--- src/rtl/video_pattern_src_pkg.sv ---
`default_nettype none
// video_pattern_src_pkg: FSM state encoding and test-pattern codes shared by the pattern source.
// Revision 1.0
package video_pattern_src_pkg;

  typedef enum logic [1:0] {
    IDLE   = 2'd0,
    LINE   = 2'd1,
    HBLANK = 2'd2,
    VBLANK = 2'd3
  } state_t;

  localparam logic [1:0] PAT_X     = 2'd0;
  localparam logic [1:0] PAT_Y     = 2'd1;
  localparam logic [1:0] PAT_SUM   = 2'd2;
  localparam logic [1:0] PAT_CHECK = 2'd3;

endpackage
`default_nettype wire

--- src/rtl/video_pattern_calc.sv ---
`default_nettype none
// video_pattern_calc: combinational map from pixel coordinates and pattern code to pixel value.
// Revision 1.0
module video_pattern_calc
  import video_pattern_src_pkg::*;
#(
  parameter int PIXEL_WIDTH = 8
) (
  input  logic [PIXEL_WIDTH-1:0] x,
  input  logic [PIXEL_WIDTH-1:0] y,
  input  logic [1:0]             pattern,
  output logic [PIXEL_WIDTH-1:0] pixel
);

  // Only the low coordinate bits reach this block; the truncated sum is all that is needed.
  logic [PIXEL_WIDTH-1:0] sum;

  assign sum = x + y;

  always_comb begin
    pixel = '0;
    case (pattern)
      PAT_X:     pixel = x;
      PAT_Y:     pixel = y;
      PAT_SUM:   pixel = sum;
      PAT_CHECK: pixel = (x[3] ^ y[3]) ? '1 : '0;
      default:   pixel = '0;
    endcase
  end

endmodule
`default_nettype wire

--- src/rtl/video_pattern_src.sv ---
`default_nettype none
// video_pattern_src: programmable di/de/hs/vs frame generator with selectable test pattern.
// Revision 1.0
module video_pattern_src
  import video_pattern_src_pkg::*;
#(
  parameter int PIXEL_WIDTH = 8,
  parameter int CNT_WIDTH   = 16
) (
  input  logic                   clk,
  input  logic                   rst,
  input  logic                   reg_en,
  input  logic [CNT_WIDTH-1:0]   reg_width,
  input  logic [CNT_WIDTH-1:0]   reg_height,
  input  logic [3:0]             reg_de_gap,
  input  logic [CNT_WIDTH-1:0]   reg_hblank,
  input  logic [CNT_WIDTH-1:0]   reg_vblank,
  input  logic [1:0]             reg_pattern,
  output logic [PIXEL_WIDTH-1:0] do_o,
  output logic                   de_o,
  output logic                   hs_o,
  output logic                   vs_o,
  output logic                   busy_o,
  output logic                   frame_done_o
);

  localparam logic [CNT_WIDTH-1:0] CNT_ONE = {{(CNT_WIDTH-1){1'b0}}, 1'b1};

  state_t               state;
  logic [CNT_WIDTH-1:0] x;
  logic [CNT_WIDTH-1:0] y;
  logic [CNT_WIDTH-1:0] tmr;

  logic [CNT_WIDTH-1:0] sh_width;
  logic [CNT_WIDTH-1:0] sh_height;
  logic [3:0]           sh_de_gap;
  logic [CNT_WIDTH-1:0] sh_hblank;
  logic [CNT_WIDTH-1:0] sh_vblank;
  logic [1:0]           sh_pattern;

  logic                   start_ok;
  logic                   load_shadow;
  logic                   in_frame;
  logic [CNT_WIDTH-1:0]   gap_load;
  logic [CNT_WIDTH-1:0]   hblank_load;
  logic [CNT_WIDTH-1:0]   vblank_load;
  logic [PIXEL_WIDTH-1:0] pixel;

  assign start_ok    = reg_en && (reg_width != '0) && (reg_height != '0);
  assign load_shadow = start_ok && ((state == IDLE) || ((state == VBLANK) && (tmr == '0)));
  assign in_frame    = (state == LINE) || (state == HBLANK);

  // The shared timer counts down to zero, so a blanking length of N loads N-1.
  assign gap_load    = {{(CNT_WIDTH-4){1'b0}}, sh_de_gap};
  assign hblank_load = (sh_hblank == '0) ? '0 : sh_hblank - CNT_ONE;
  assign vblank_load = (sh_vblank == '0) ? '0 : sh_vblank - CNT_ONE;

  video_pattern_calc #(
    .PIXEL_WIDTH (PIXEL_WIDTH)
  ) u_calc (
    .x       (x[PIXEL_WIDTH-1:0]),
    .y       (y[PIXEL_WIDTH-1:0]),
    .pattern (sh_pattern),
    .pixel   (pixel)
  );

  always_ff @(posedge clk) begin
    if (rst) begin
      state        <= IDLE;
      x            <= '0;
      y            <= '0;
      tmr          <= '0;
      sh_width     <= '0;
      sh_height    <= '0;
      sh_de_gap    <= '0;
      sh_hblank    <= '0;
      sh_vblank    <= '0;
      sh_pattern   <= '0;
      do_o         <= '0;
      de_o         <= 1'b0;
      hs_o         <= 1'b1;
      vs_o         <= 1'b0;
      busy_o       <= 1'b0;
      frame_done_o <= 1'b0;
    end else begin
      // Outputs are decoded from the current state, so the whole stream trails the FSM by one cycle.
      de_o         <= 1'b0;
      hs_o         <= (state != LINE);
      vs_o         <= in_frame;
      busy_o       <= (state != IDLE);
      frame_done_o <= vs_o && !in_frame;

      if (load_shadow) begin
        sh_width   <= reg_width;
        sh_height  <= reg_height;
        sh_de_gap  <= reg_de_gap;
        sh_hblank  <= reg_hblank;
        sh_vblank  <= reg_vblank;
        sh_pattern <= reg_pattern;
      end

      case (state)
        IDLE: begin
          if (start_ok) begin
            x     <= '0;
            y     <= '0;
            tmr   <= '0;
            state <= LINE;
          end
        end
        LINE: begin
          if (tmr == '0) begin
            de_o <= 1'b1;
            do_o <= pixel;
            if (x == sh_width - CNT_ONE) begin
              if (y == sh_height - CNT_ONE) begin
                tmr   <= vblank_load;
                state <= VBLANK;
              end else begin
                tmr   <= hblank_load;
                state <= HBLANK;
              end
            end else begin
              x   <= x + CNT_ONE;
              tmr <= gap_load;
            end
          end else begin
            tmr <= tmr - CNT_ONE;
          end
        end
        HBLANK: begin
          if (tmr == '0) begin
            x     <= '0;
            y     <= y + CNT_ONE;
            state <= LINE;
          end else begin
            tmr <= tmr - CNT_ONE;
          end
        end
        VBLANK: begin
          if (tmr == '0) begin
            x     <= '0;
            y     <= '0;
            state <= start_ok ? LINE : IDLE;
          end else begin
            tmr <= tmr - CNT_ONE;
          end
        end
        default: state <= IDLE;
      endcase
    end
  end

endmodule
`default_nettype wire

--- config.mk ---
export PLATFORM = sky130hd
export DESIGN_NAME = video_pattern_src
export DESIGN_NICKNAME = d
export VERILOG_FILES = /design/src/rtl/video_pattern_src_pkg.sv /design/src/rtl/video_pattern_calc.sv /design/src/rtl/video_pattern_src.sv
export SDC_FILE = /design/constraint.sdc
export NUM_CORES = 1
export LEC_CHECK = 0
export CAP_MARGIN = 20
export CORE_MARGIN = 5
export CORE_UTILIZATION = 52
export CTS_CLUSTER_SIZE = 28
export DETAILED_ROUTE_END_ITERATION = 6
export MAX_ROUTING_LAYER = met4
export PLACE_DENSITY = 0.81
export SYNTH_ARGS = -nofsm -noshare
export SYNTH_HDL_FRONTEND = slang
export SYNTH_SLANG_ARGS = --single-unit
--- constraint.sdc ---
create_clock -name clk -period 2.8 [get_ports clk]
set_input_delay 0.42 -clock clk [delete_from_list [all_inputs] [get_ports clk]]
set_output_delay 0.42 -clock clk [all_outputs]
set_load 0.01 [all_outputs]
After elaboration in Yosys (flattened, before gate mapping)
Cells that the tools add are included.
- input port bits: 73
- register bits after elaboration: 133
- output and inout bits: 13
- word-level logic and storage cells: 92
- bitwise logic cells: 2
- reductions and logical operators: 24
- muxes and demuxes: 25
- add/subtract/negate cells: 8
- eq/ne operators: 17
- operator list (cell ; count):
    16-bit two-way mux ; 11
    16-bit case mux with 3 select lines ; 3
    16-bit by 1-bit subtractor with 16-bit output (second input constant) ; 5
    16-bit zero test ; 3
    16-bit by 1-bit adder with 16-bit output (second input constant) ; 2
    16-bit == test ; 2
    8-bit case mux with 4 select lines ; 1
    16-bit nonzero test ; 2
    2-bit by 1-bit != test with 1-bit output (second input constant) ; 6
    2-bit two-way mux ; 5
    8-bit adder ; 1
    2-bit == test (second input constant) ; 4
    8-bit two-way mux ; 1
    2-bit case mux with 4 select lines ; 1
    4-bit AND reduction ; 2
    2-bit != test (second input constant) ; 3
    1-bit logical AND ; 5
    5-bit AND reduction ; 1
    2-bit by 1-bit == test with 1-bit output (second input constant) ; 2
    2-bit zero test ; 2
    2-bit AND reduction ; 2
    2-bit OR reduction ; 2
    1-bit two-way mux ; 3
    3-bit nonzero test ; 1
    other kinds (5) ; 6

Depth between registers and ports, before layout
Gate-level depths: netlist of the first run.
- depth after elaboration: 6
- mapped depth: 12
- mapped depth without buffers: 11

Cells and area by module
A second synthesis of the first run with hierarchy kept.
- cells, all modules: 1101
- area total of the unflattened synthesis: 8310.5 sq um
- modules (own cells, without submodules) (module ; cells each ; instances ; sequential area each (sq um) ; area each (sq um)):
    video_pattern_src ; 1041 ; 1 ; 2662.6 ; 7788.7
    video_pattern_calc ; 60 ; 1 ; 0.0 ; 521.8

Worst setup path after synthesis of the first run
No wires, ideal clock.
- path type: reg2reg
- start point: register sh_width[0]
- end point: register x[15]
- cell stages (with the launch flop): 12
- period minus slack after synthesis: 3131 ps
- required time: 2679 ps
- path buffers: 0
- setup slack: -331 ps
- setup time: 121 ps
- data arrival time: 3009 ps
- cells stage by stage: dfxtp_1 -> inv_1 -> ha_1 -> or4b_2 -> or3_1 -> a21oi_1 -> o211a_1 -> nand4_1 -> nor3_2 -> nor4_4 -> nand3_2 -> mux2_4
- longest elaborated chain between the ends: 4
- ends and longest elaborated chain (item ; line ; text):
    start, declared ; video_pattern_src.sv:34 ; logic [CNT_WIDTH-1:0] sh_width;
    start signal, assigned ; video_pattern_src.sv:94 ; sh_width <= reg_width;
    16-bit by 1-bit subtractor with 16-bit output ; video_pattern_src.sv:115 ; if (x == sh_width - CNT_ONE) begin
    16-bit == test ; video_pattern_src.sv:115 ;
    2-bit != test (no source line) ; - ;
    4-bit AND reduction (no source line) ; - ;
    end signal, assigned ; video_pattern_src.sv:124 ; x <= x + CNT_ONE;
    end, declared ; video_pattern_src.sv:30 ; logic [CNT_WIDTH-1:0] x;
No other way between the ends.
A chain may end at the register's enable or synchronous reset.

Worst setup path after layout of the first run
- start point: register sh_height[6]
- end point: register tmr[2]
- longest elaborated chain between the ends: 6
- ends and longest elaborated chain (item ; line ; text):
    start, declared ; video_pattern_src.sv:35 ; logic [CNT_WIDTH-1:0] sh_height;
    start signal, assigned ; video_pattern_src.sv:95 ; sh_height <= reg_height;
    16-bit by 1-bit subtractor with 16-bit output ; video_pattern_src.sv:116 ; if (y == sh_height - CNT_ONE) begin
    16-bit == test ; video_pattern_src.sv:116 ;
    16-bit two-way mux ; video_pattern_src.sv:116 ;
    16-bit two-way mux ; video_pattern_src.sv:115 ;
    16-bit two-way mux ; video_pattern_src.sv:112 ; if (tmr == '0) begin
    16-bit case mux with 3 select lines ; video_pattern_src.sv:102 ; case (state)
    end signal, assigned ; video_pattern_src.sv:117 ; tmr <= vblank_load;
    end signal, assigned ; video_pattern_src.sv:120 ; tmr <= hblank_load;
    end signal, assigned ; video_pattern_src.sv:125 ; tmr <= gap_load;
    end, declared ; video_pattern_src.sv:32 ; logic [CNT_WIDTH-1:0] tmr;
No other way between the ends.

==> impl_metrics.env, run 1 <==
export IMPL_status="finished, violations left"
export IMPL_violations="setup timing"
export IMPL_core_rowCount=45
export IMPL_area_delta_synth_final_pct=40.7
export IMPL_die_y_um=134
export IMPL_die_width_um=134
export IMPL_synth_xor_area_share_pct=9.90
export IMPL_drt_iter0_markers=834
export IMPL_synthArstFlopShare_pct=0
export IMPL_cts_buffers=17
export IMPL_io_buffers=85
export IMPL_drc_errors=0
export IMPL_io_pin_count=86
export IMPL_start_util_pct=53.0
export IMPL_cts_root_buf="clkbuf_16"
export IMPL_critPathMaxFanout=7
export IMPL_slew_headroom_pct=55.1
export IMPL_wl_mm=26.3
export IMPL_layout_nets=1371
export IMPL_synthSimpleGateAreaFrac_pct=29.7
export IMPL_grt_max_degree=51
export IMPL_synth_top_area_share_pct=33.1
export IMPL_clock_sinks=133
export IMPL_tightest_slew_ns=0.667
export IMPL_ys_seq_area_share_pct=33.1
export IMPL_synth_edf_count=0
export IMPL_drv_slew=0
export IMPL_yosys_area_top_type="dfxtp_1"
export IMPL_yosys_register_bits=133
export IMPL_ys_flop_type="dfxtp_1"
export IMPL_die_area_sq_um=18100
export IMPL_worstSkewPairLatency_ns=0.44
export IMPL_setup_violations=29
export IMPL_syn_area_per_cell_sq_um=7.60
export IMPL_path_clk_slew_ns=0.06
export IMPL_rsz0062_at_grt="true"
export IMPL_final_common_cell="nand2_1"
export IMPL_grt_overflow=0
export IMPL_hpwl_mm=17.7
export IMPL_clk_path_buf_depth=2
export IMPL_max_freq_ghz=0.324
export IMPL_synth_cells=1059
export IMPL_instances_no_fill=1479
export IMPL_synthMuxAreaShare_pct=3.28
export IMPL_routed_via_density=5.96
export IMPL_synth_area_leaders="dfxtp_1 33%, nand2_1 9.5%, a21oi_1 7.2%, xnor2_1 6.0%, nor2_1 4.1%"
export IMPL_grt_usage_pct=28.6
export IMPL_synth_area_sq_um=8050
export IMPL_finClkSkew_ns=0.00707
export IMPL_antenna_found_initial=0
export IMPL_hold_viol_final=0
export IMPL_synth_compound_area_share_pct=16.8
export IMPL_arrival_ns=3.41
export IMPL_diodes=0
export IMPL_cp_required_ns=3.13
export IMPL_irDropWorstVdd_mv=0.518
export IMPL_synth_adder_area_share_pct=3.20
export IMPL_critPathCaptureType="flop"
export IMPL_most_common_layout_cells="204 x nand2_1, 147 x buf_4, 127 x dfxtp_1, 105 x a21oi_1, 84 x clkdlybuf4s50_1"
export IMPL_dp_cells=1423
export IMPL_worstHoldStart="rst"
export IMPL_htree_levels=4
export IMPL_grt_pass1_vias=8434
export IMPL_ys_warn_count=0
export IMPL_holdWs_ns=0.435
export IMPL_drt_pre_antenna_iters=6
export IMPL_r2r_start="sh_height[6]"
export IMPL_worstHoldPathType="in -> reg"
export IMPL_crit_path_start="sh_height[6]"
export IMPL_antenna_left=0
export IMPL_avgRoutedWirePerCell_um=17.8
export IMPL_vias=8815
export IMPL_power_density_nw_per_um2=739
export IMPL_worst_setup_path_start_kind="flop"
export IMPL_power_mw=8.37
export IMPL_setup_ws_ns=-0.284
export IMPL_period_share_pct=110
export IMPL_gp_congestion=0.990
export IMPL_layout_min_cycle_time_ns=3.08
export IMPL_drv_cap=0
export IMPL_synth_top_family_by_area="simple AND/OR/NAND/NOR gates"
export IMPL_grt_pass1_wl_mm=40.6
export IMPL_synth_nets=1152
export IMPL_p_leak_nw=4.49
export IMPL_crit_type="reg -> reg"
export IMPL_yosysUniqueCellTypes=76
export IMPL_dp_slack_ns=-0.337
export IMPL_cts_tree="built"
export IMPL_layout_drive_gt1_share_pct=23.9
export IMPL_final_util_pct=74.6
export IMPL_core_area_sq_um=15200
-- sequential cells by signal, indices dropped and copies added (netlist names) --
register,count
state,2
de_o,1
sh_height,16
x,16
sh_width,16
y,16
tmr,16
busy_o,1
sh_hblank,16
vs_o,1
frame_done_o,1
sh_de_gap,4
sh_pattern,2
hs_o,1
do_o,8
sh_vblank,16
-- Yosys cell counts, types with 5 or more instances --
cell type / instances
a21o_1: 11
a21oi_1: 116
a31oi_1: 9
and2_1: 5
and3_1: 5
clkbuf_1: 48
dfxtp_1: 133
ha_1: 19
inv_1: 31
mux2i_1: 8
mux4_2: 6
nand2_1: 204
nand2b_1: 13
nand3_1: 15
nand4_1: 12
nor2_1: 89
nor2b_1: 6
nor3_1: 48
nor3b_1: 10
nor4_1: 23
nor4b_1: 10
o211ai_1: 5
o21ai_0: 40
or2_2: 7
or3_1: 16
or4_1: 7
xnor2_1: 55
xor2_1: 36
-- layout make-up --
| cell class | count | area [sq um] |
|---|---|---|
| clock buffer | 22 | 464 |
| multi-input combinational | 843 | 5540 |
| sequential | 133 | 2670 |
| clock inverter | 10 | 105 |
| inverter | 31 | 116 |
| tap | 188 | 235 |
| fill | 1042 | 3870 |
| timing repair buffer | 252 | 2200 |
-- per-layer routing --
layer	part of all wire [%]	GRT usage (%)
met5	0	-
met1	39	33.2
met4	4.2	12.4
met3	7.7	6.90
met2	49	47.3
-- worst paths after layout --
path / to / slack [ns] / depth (start not counted)
worst min-delay path: sh_height[2] / 0.43 / 2
worst max register to register: tmr[2] / -0.28 / 11
worst min register to register: do_o[4] / 0.46 / 2
worst max-delay path: tmr[2] / -0.28 / 11
-- stage by stage --
stage          setup TNS, ns  area (sq um)
2_1_floorplan         -0.530          8160
3_3_place_gp           -6.57         10100
3_5_place_dp           -7.11         10100
4_1_cts                -2.98         11100
5_1_grt                -8.33         11300
6_report               -4.92         11300
-- critical path, cell delays in order, from the launching register on --
cell and delay, ns:
dfxtp_2 0.31, or4_4 0.55, buf_6 0.16, nor4b_4 0.23
mux2_4 0.32, a32o_2 0.26, a2111oi_4 0.38, buf_6 0.19
nor3_1 0.07, a21oi_1 0.24, a2bb2oi_1 0.17, o21ai_1 0.07
-- cells by family (layout without fill, tap and decap cells) --
group,Yosys count,in the layout
simple gates,491,491
compound gates,223,223
xor+xnor,91,91
fa+ha+maj,20,20
flops,133,133
buf+inv,83,315
mux,18,18
-- power breakdown --
part	switching [mW]	internal [mW]	leakage, nW
clock	0.841	1.34	0.279
sequential	0.231	2.10	1.09
combinational	2.07	1.78	3.13
-- what timing repair did --
action                                  4_1_cts  5_1_grt
hold buffers                                  0        0
setup buffers                                13       10
gates cloned                                  2        0
gates resized for setup                      67       49
pin swaps                                    27       32
endpoints found under the hold margin         0        0
endpoints found under the setup margin       40       43
No activity file was read; power rests on OpenSTA's default activity.
==> inputs of run 2 (changes only) <==
Settings changed: ABC_AREA set to 1, CORE_UTILIZATION 52 to 53, GPL_TIMING_DRIVEN set to 0, PLACE_DENSITY 0.81 to 0.82.
==> run 2 against run 1 <==
Compared with the run above: largest power group is now clock; hold slack better by 0.024 ns; highest routed layer unchanged; non-clock buffer count is 123 lower; total power is 23% lower; cell area is 4.6% lower; sequential share of layout area is 1.1 points higher; the run now ends clean.
==> impl_metrics.env, run 2 <==
export IMPL_tightest_slew_ns=0.798
export IMPL_antenna_found_initial=0
export IMPL_yosys_register_bits=133
export IMPL_hpwl_mm=21.3
export IMPL_status="finished clean"
export IMPL_cts_buffers=17
export IMPL_wl_met2_mm=12.3
export IMPL_synth_cells=1433
export IMPL_setup_violations=0
export IMPL_post_cts_buffers=0
export IMPL_wl_met3_mm=2.23
export IMPL_htree_levels=4
export IMPL_arrival_ns=2.92
export IMPL_antenna_left=0
export IMPL_grt_usage_pct=28.1
export IMPL_start_util_pct=54.3
export IMPL_die_y_um=141
export IMPL_drt_iter0_markers=945
export IMPL_clk_path_buf_depth=2
export IMPL_holdWs_ns=0.459
export IMPL_area_delta_synth_final_pct=19.4
export IMPL_power_mw=6.42
export IMPL_synth_edf_count=0
export IMPL_critPathMaxFanout=10
export IMPL_synth_compound_area_share_pct=15.0
export IMPL_worstSkewPairLatency_ns=0.43
export IMPL_rsz0062_at_grt="false"
export IMPL_synth_nets=1526
export IMPL_synth_area_sq_um=9060
export IMPL_worstPathCellList="inv_1 -> ha_1 -> nand2_1 -> nor2_2 -> nand3_2 -> nor2_4 -> nand2_4 -> o22ai_4 -> inv_2 -> clkbuf_1 -> o21ai_1 -> a21oi_1"
export IMPL_critPathCaptureType="flop"
export IMPL_io_pin_count=86
export IMPL_final_common_cell="nand2_1"
export IMPL_synth_area_leaders="dfxtp_1 29%, nand2_1 14%, nor2_1 8.9%, nand3_1 5.9%, xor2_1 5.8%"
export IMPL_wl_mm=27.3
export IMPL_path_clk_slew_ns=0.06
export IMPL_core_rowCount=47
export IMPL_worst_setup_path_start_kind="flop"
export IMPL_synth_top_area_share_pct=29.4
export IMPL_vias=9747
export IMPL_wl_met1_mm=12.2
export IMPL_routed_via_density=5.51
export IMPL_p_leak_nw=4.63
export IMPL_cp_required_ns=3.10
export IMPL_crit_slowest_cell="o21ai_1"
export IMPL_ys_seq_area_share_pct=29.4
export IMPL_crit_type="reg -> reg"
export IMPL_yosys_area_top_type="dfxtp_1"
export IMPL_irDropWorstVdd_mv=0.511
export IMPL_die_area_sq_um=19800
export IMPL_power_density_nw_per_um2=594
export IMPL_core_area_sq_um=16700
export IMPL_drt_pre_antenna_iters=7
export IMPL_clock_sinks=133
export IMPL_period_share_pct=93.5
export IMPL_ys_top_cells_by_count="340 x nand2_1, 216 x nor2_1, 133 x dfxtp_1, 129 x inv_1, 106 x nand3_1"
export IMPL_synth_most_common_cell="nand2_1"
export IMPL_worstHoldPathType="reg -> reg"
export IMPL_synthSimpleGateAreaFrac_pct=37.0
export IMPL_drv_cap=0
export IMPL_dp_slack_ns=-0.267
export IMPL_max_stage_delay_ns=0.38
export IMPL_synth_top_family_by_area="simple AND/OR/NAND/NOR gates"
export IMPL_diodes=0
export IMPL_layout_min_cycle_time_ns=2.62
export IMPL_synthMuxAreaShare_pct=0
export IMPL_most_common_layout_cells="340 x nand2_1, 215 x nor2_1, 133 x dfxtp_1, 129 x inv_1, 106 x nand3_1"
export IMPL_hold_viol_final=0
export IMPL_layout_drive_gt1_share_pct=7.17
export IMPL_synth_xor_area_share_pct=7.64
export IMPL_die_width_um=141
export IMPL_yosysUniqueCellTypes=45
export IMPL_cts_tree="built"
export IMPL_final_util_pct=64.8
export IMPL_routed_top_layer="met4"
export IMPL_grt_overflow=0
export IMPL_syn_area_per_cell_sq_um=6.32
export IMPL_drc_errors=0
export IMPL_grt_max_degree=17
export IMPL_cts_root_buf="clkbuf_16"
export IMPL_synth_adder_area_share_pct=2.84
export IMPL_grt_pass1_vias=8992
export IMPL_slew_headroom_pct=46.8
export IMPL_synthArstFlopShare_pct=0
export IMPL_ys_flop_type="dfxtp_1"
export IMPL_gp_congestion=1.02
export IMPL_layout_nets=1628
export IMPL_grt_pass1_wl_mm=44.2
export IMPL_ys_warn_count=0
export IMPL_max_freq_ghz=0.382
export IMPL_ctsHoldBuffers=0
export IMPL_finClkSkew_ns=0.00952
export IMPL_drv_slew=0
export IMPL_setup_ws_ns=0.182
export IMPL_avgRoutedWirePerCell_um=15.4
export IMPL_io_buffers=84
[run 2: changes by cell type in the layout (fill, tap and decap cells not counted), sizes merged, moves of 15 or more]
cell,before,now
or3,17,0
xor2,36,60
nand3,16,110
xnor2,55,19
buf,168,16
clkbuf,22,49
nor2,90,234
nor4,25,10
inv,31,137
nand2,204,347
nor3,49,33
o21ai,42,112
[run 2: layout make-up]
| type | instances | area [sq um] |
|---|---|---|
| Buffer | 45 | 211 |
| Clock buffer | 20 | 467 |
| Clock inverter | 12 | 153 |
| Fill cell | 1544 | 5890 |
| Inverter | 137 | 514 |
| Multi-Input combinational cell | 1117 | 5690 |
| Sequential cell | 133 | 2660 |
| Tap cell | 220 | 275 |
| Timing Repair Buffer | 84 | 841 |
[run 2: worst max-delay path: cells and delay by family, from the launching register on]
| family | cells | cell delay, ns |
|---|---|---|
| AO/OA/AOI/OAI | 3 | 0.76 |
| AND/OR/NAND/NOR | 5 | 0.69 |
| buffers and inverters | 3 | 0.51 |
| flip-flops | 1 | 0.31 |
| adder cells (fa/ha/maj) | 1 | 0.19 |
[run 2: cell families after synthesis]
logic type / after synthesis
simple gates: 770
buf+inv: 183
flops: 133
fa+ha+maj: 20
compound gates: 248
xor+xnor: 79
[run 2: metrics by stage]
stage | cell area, sq um | TNS (ns) | cells
floorplan | 9060 | 0 | 1433
global placement | 10200 | -0.309 | 1737
detailed placement | 10200 | -0.735 | 1737
CTS | 10800 | 0 | 1769
global route | 10800 | 0 | 1768
finish | 10800 | 0 | 1768
[run 2: metal layers]
layer	vias to the layer above	global-route usage, %
li1	4870	-
met1	4444	37.0
met3	45	5.45
met2	388	44.3
met4	0	7.96
met5	-	-
[run 2: repair_timing]
action,in CTS,in global routing
hold endpoints to repair,0,0
gates resized for setup,1,4
setup endpoints to repair,1,23
[run 2: final timing paths]
path                              startpoint            end  slack, ns  cells after the start
worst max-delay path                  tmr[0]  sh_hblank[15]       0.18                     12
worst min-delay path            sh_de_gap[1]   sh_de_gap[1]       0.46                      2
worst max register to register        tmr[0]  sh_hblank[15]       0.18                     12
worst min register to register  sh_de_gap[1]   sh_de_gap[1]       0.46                      2
[run 2: power breakdown]
group	total [mW]	switching, mW	internal (mW)
combinational	1.89	1.23	0.664
clock	2.34	0.873	1.47
sequential	2.19	0.147	2.05
==> inputs of run 3 (changes only) <==
Settings changed: CORE_UTILIZATION 53 to 59, PLACE_DENSITY 0.82 to 0.86, SKIP_LAST_GASP set to 1.
Clock period 2.8 ns to 2.9 ns, I/O delays scaled along.
==> run 3 against run 2 <==
Compared with the run above: worst setup slack better by 0.015 ns; register-to-register slack better by 0.02 ns; routed wire length is 1.3% higher; non-clock buffer count is 1 higher; largest power group unchanged; clock power is 8% lower; critical path depth is 4 higher; first-iteration DRC count is 15% higher; sequential power is 3% lower; clock skew hardly changed; critical endpoint is now tmr[15]; flip-flop and latch count stayed put; sequential share of layout area is 0.21 points higher; total power is 5.2% lower.
==> impl_metrics.env, run 3 (synthesized netlist as in run 2, its figures left out) <==
export IMPL_final_common_cell="nand2_1"
export IMPL_r2r_start="sh_height[0]"
export IMPL_worstHoldStart="sh_de_gap[2]"
export IMPL_finish_instance_area_sq_um=10700
export IMPL_gp_congestion=0.964
export IMPL_crit_slowest_cell="nor2_1"
export IMPL_vias=9750
export IMPL_setup_ws_ns=0.197
export IMPL_htree_levels=4
export IMPL_drc_errors=0
export IMPL_die_area_sq_um=17900
export IMPL_power_density_nw_per_um2=568
export IMPL_io_pin_count=86
export IMPL_critPathCaptureType="flop"
export IMPL_worstSkewPairLatency_ns=0.43
export IMPL_hold_viol_final=0
export IMPL_irDropWorstVdd_mv=0.454
export IMPL_period_share_pct=93.2
export IMPL_hold_end="sh_de_gap[2]"
export IMPL_finClkSkew_ns=0.00929
export IMPL_most_common_layout_cells="340 x nand2_1, 216 x nor2_1, 133 x dfxtp_1, 129 x inv_1, 106 x nand3_1"
export IMPL_post_cts_buffers=0
export IMPL_start_util_pct=59.8
export IMPL_arrival_ns=2.99
export IMPL_cts_buffers=17
export IMPL_seq_power_share_pct=34.8
export IMPL_area_delta_synth_final_pct=18.3
export IMPL_path_clk_slew_ns=0.06
export IMPL_dp_slack_ns=-0.0507
export IMPL_critPathMaxFanout=6
export IMPL_status="finished clean"
export IMPL_reg2reg_depth=16
export IMPL_grt_overflow=0
export IMPL_p_sw_mw=2.17
export IMPL_p_int_mw=3.92
export IMPL_setup_violations=0
export IMPL_wl_mm=27.7
export IMPL_worstPathCellList="inv_1 -> ha_1 -> nand2_1 -> nand2_1 -> nand2_1 -> nand2_1 -> nor2_1 -> nand2_1 -> nor2_1 -> nand3_1 -> nor2_1 -> nand4_1 -> nand3_1 -> nand2_1 -> nand2_1 -> a21oi_1"
export IMPL_holdWs_ns=0.459
export IMPL_layout_nets=1629
export IMPL_crit_top_cell="nand2_1"
export IMPL_min_path_cells=2
export IMPL_core_area_sq_um=15100
export IMPL_drt_iter0_markers=1085
export IMPL_ctsHoldBuffers=0
export IMPL_pwr_share_comb_pct=29.9
export IMPL_cts_resized=0
export IMPL_grt_usage_pct=31.7
export IMPL_clock_sinks=133
export IMPL_grt_pass1_wl_mm=44.2
export IMPL_diodes=0
export IMPL_slew_headroom_pct=49.7
export IMPL_drv_slew=0
export IMPL_drt_pre_antenna_iters=7
export IMPL_p_leak_nw=4.62
export IMPL_layout_drive_gt1_share_pct=6.91
export IMPL_drv_cap=0
export IMPL_cts_tree="built"
export IMPL_worst_setup_path_start_kind="flop"
export IMPL_p_clk_share_pct=35.4
export IMPL_clk_path_buf_depth=2
export IMPL_worstHoldPathType="reg -> reg"
export IMPL_tightest_slew_ns=0.755
export IMPL_die_y_um=134
export IMPL_cp_required_ns=3.18
export IMPL_grt_pass1_vias=9000
export IMPL_instances_no_fill=1737
export IMPL_r2r_end="tmr[15]"
export IMPL_rsz0062_at_grt="false"
export IMPL_power_mw=6.09
export IMPL_max_freq_ghz=0.370
export IMPL_dp_cells=1705
export IMPL_grt_max_degree=17
export IMPL_layout_min_cycle_time_ns=2.70
export IMPL_cts_root_buf="clkbuf_16"
export IMPL_io_buffers=84
export IMPL_avgRoutedWirePerCell_um=15.9
export IMPL_crit_type="reg -> reg"
export IMPL_routed_via_density=5.61
export IMPL_r2r_slack_ns=0.20
export IMPL_placed_cell_area_sq_um=10100
export IMPL_hpwl_mm=21.6
export IMPL_max_stage_delay_ns=0.41
export IMPL_switching_share_pct=35.6
export IMPL_antenna_left=0
export IMPL_core_rowCount=45
export IMPL_antenna_found_initial=0
export IMPL_die_width_um=134
## run 3: worst max-delay path by stage
stage                  start            end  slack [ns]  depth (start not counted)
5_1_grt               tmr[0]    sh_width[0]       0.009                         12
2_1_floorplan    sh_width[0]           x[1]        0.75                         16
6_report        sh_height[0]        tmr[15]        0.20                         16
3_5_place_dp   reg_height[8]  sh_hblank[15]       -0.05                         13
3_3_place_gp   reg_height[8]  sh_pattern[1]      -0.008                         13
4_1_cts               tmr[0]  sh_hblank[15]        0.17                         12
## run 3: area by class of cell
cell class	count	area, sq um
buffer	46	215
fill	1362	4420
inverter	137	514
sequential	133	2660
tap	188	235
clock inverter	12	129
timing repair buffer	84	841
multi-input combinational	1117	5670
clock buffer	20	457
## run 3: power by group through the flow
stage / clock network, mW / logic (mW) / registers [mW]
after floorplan: 0 / 1.26 / 2.12
after detailed placement: 0 / 1.78 / 2.15
final: 2.15 / 1.82 / 2.12
after global placement: 0 / 1.75 / 2.15
after CTS: 2.16 / 1.79 / 2.11
after global routing: 2.25 / 2.03 / 2.14
## run 3: metrics by stage
stage	util, %	TNS [ns]
6_report	70.8	0
5_1_grt	70.8	0
4_1_cts	70.8	0
3_5_place_dp	66.9	-0.0845
3_3_place_gp	66.9	-0.00789
2_1_floorplan	-	0
## run 3: routing by layer
layer  routed length, um  up-vias  global-route usage (%)
li1                    -     4883                       -
met1               12000     4384                    40.7
met2               12400      423                    49.9
met3                2460       60                    6.90
met4                 796        0                    10.1
met5                   0        -                       -
## run 3: critical path, delay by kind of cell (launching register included)
kind,cells,cell delay (ns)
AO/OA/AOI/OAI,1,0.06
adder cells (fa/ha/maj),1,0.25
flip-flops,1,0.38
buffers and inverters,1,0.13
AND/OR/NAND/NOR,13,1.75
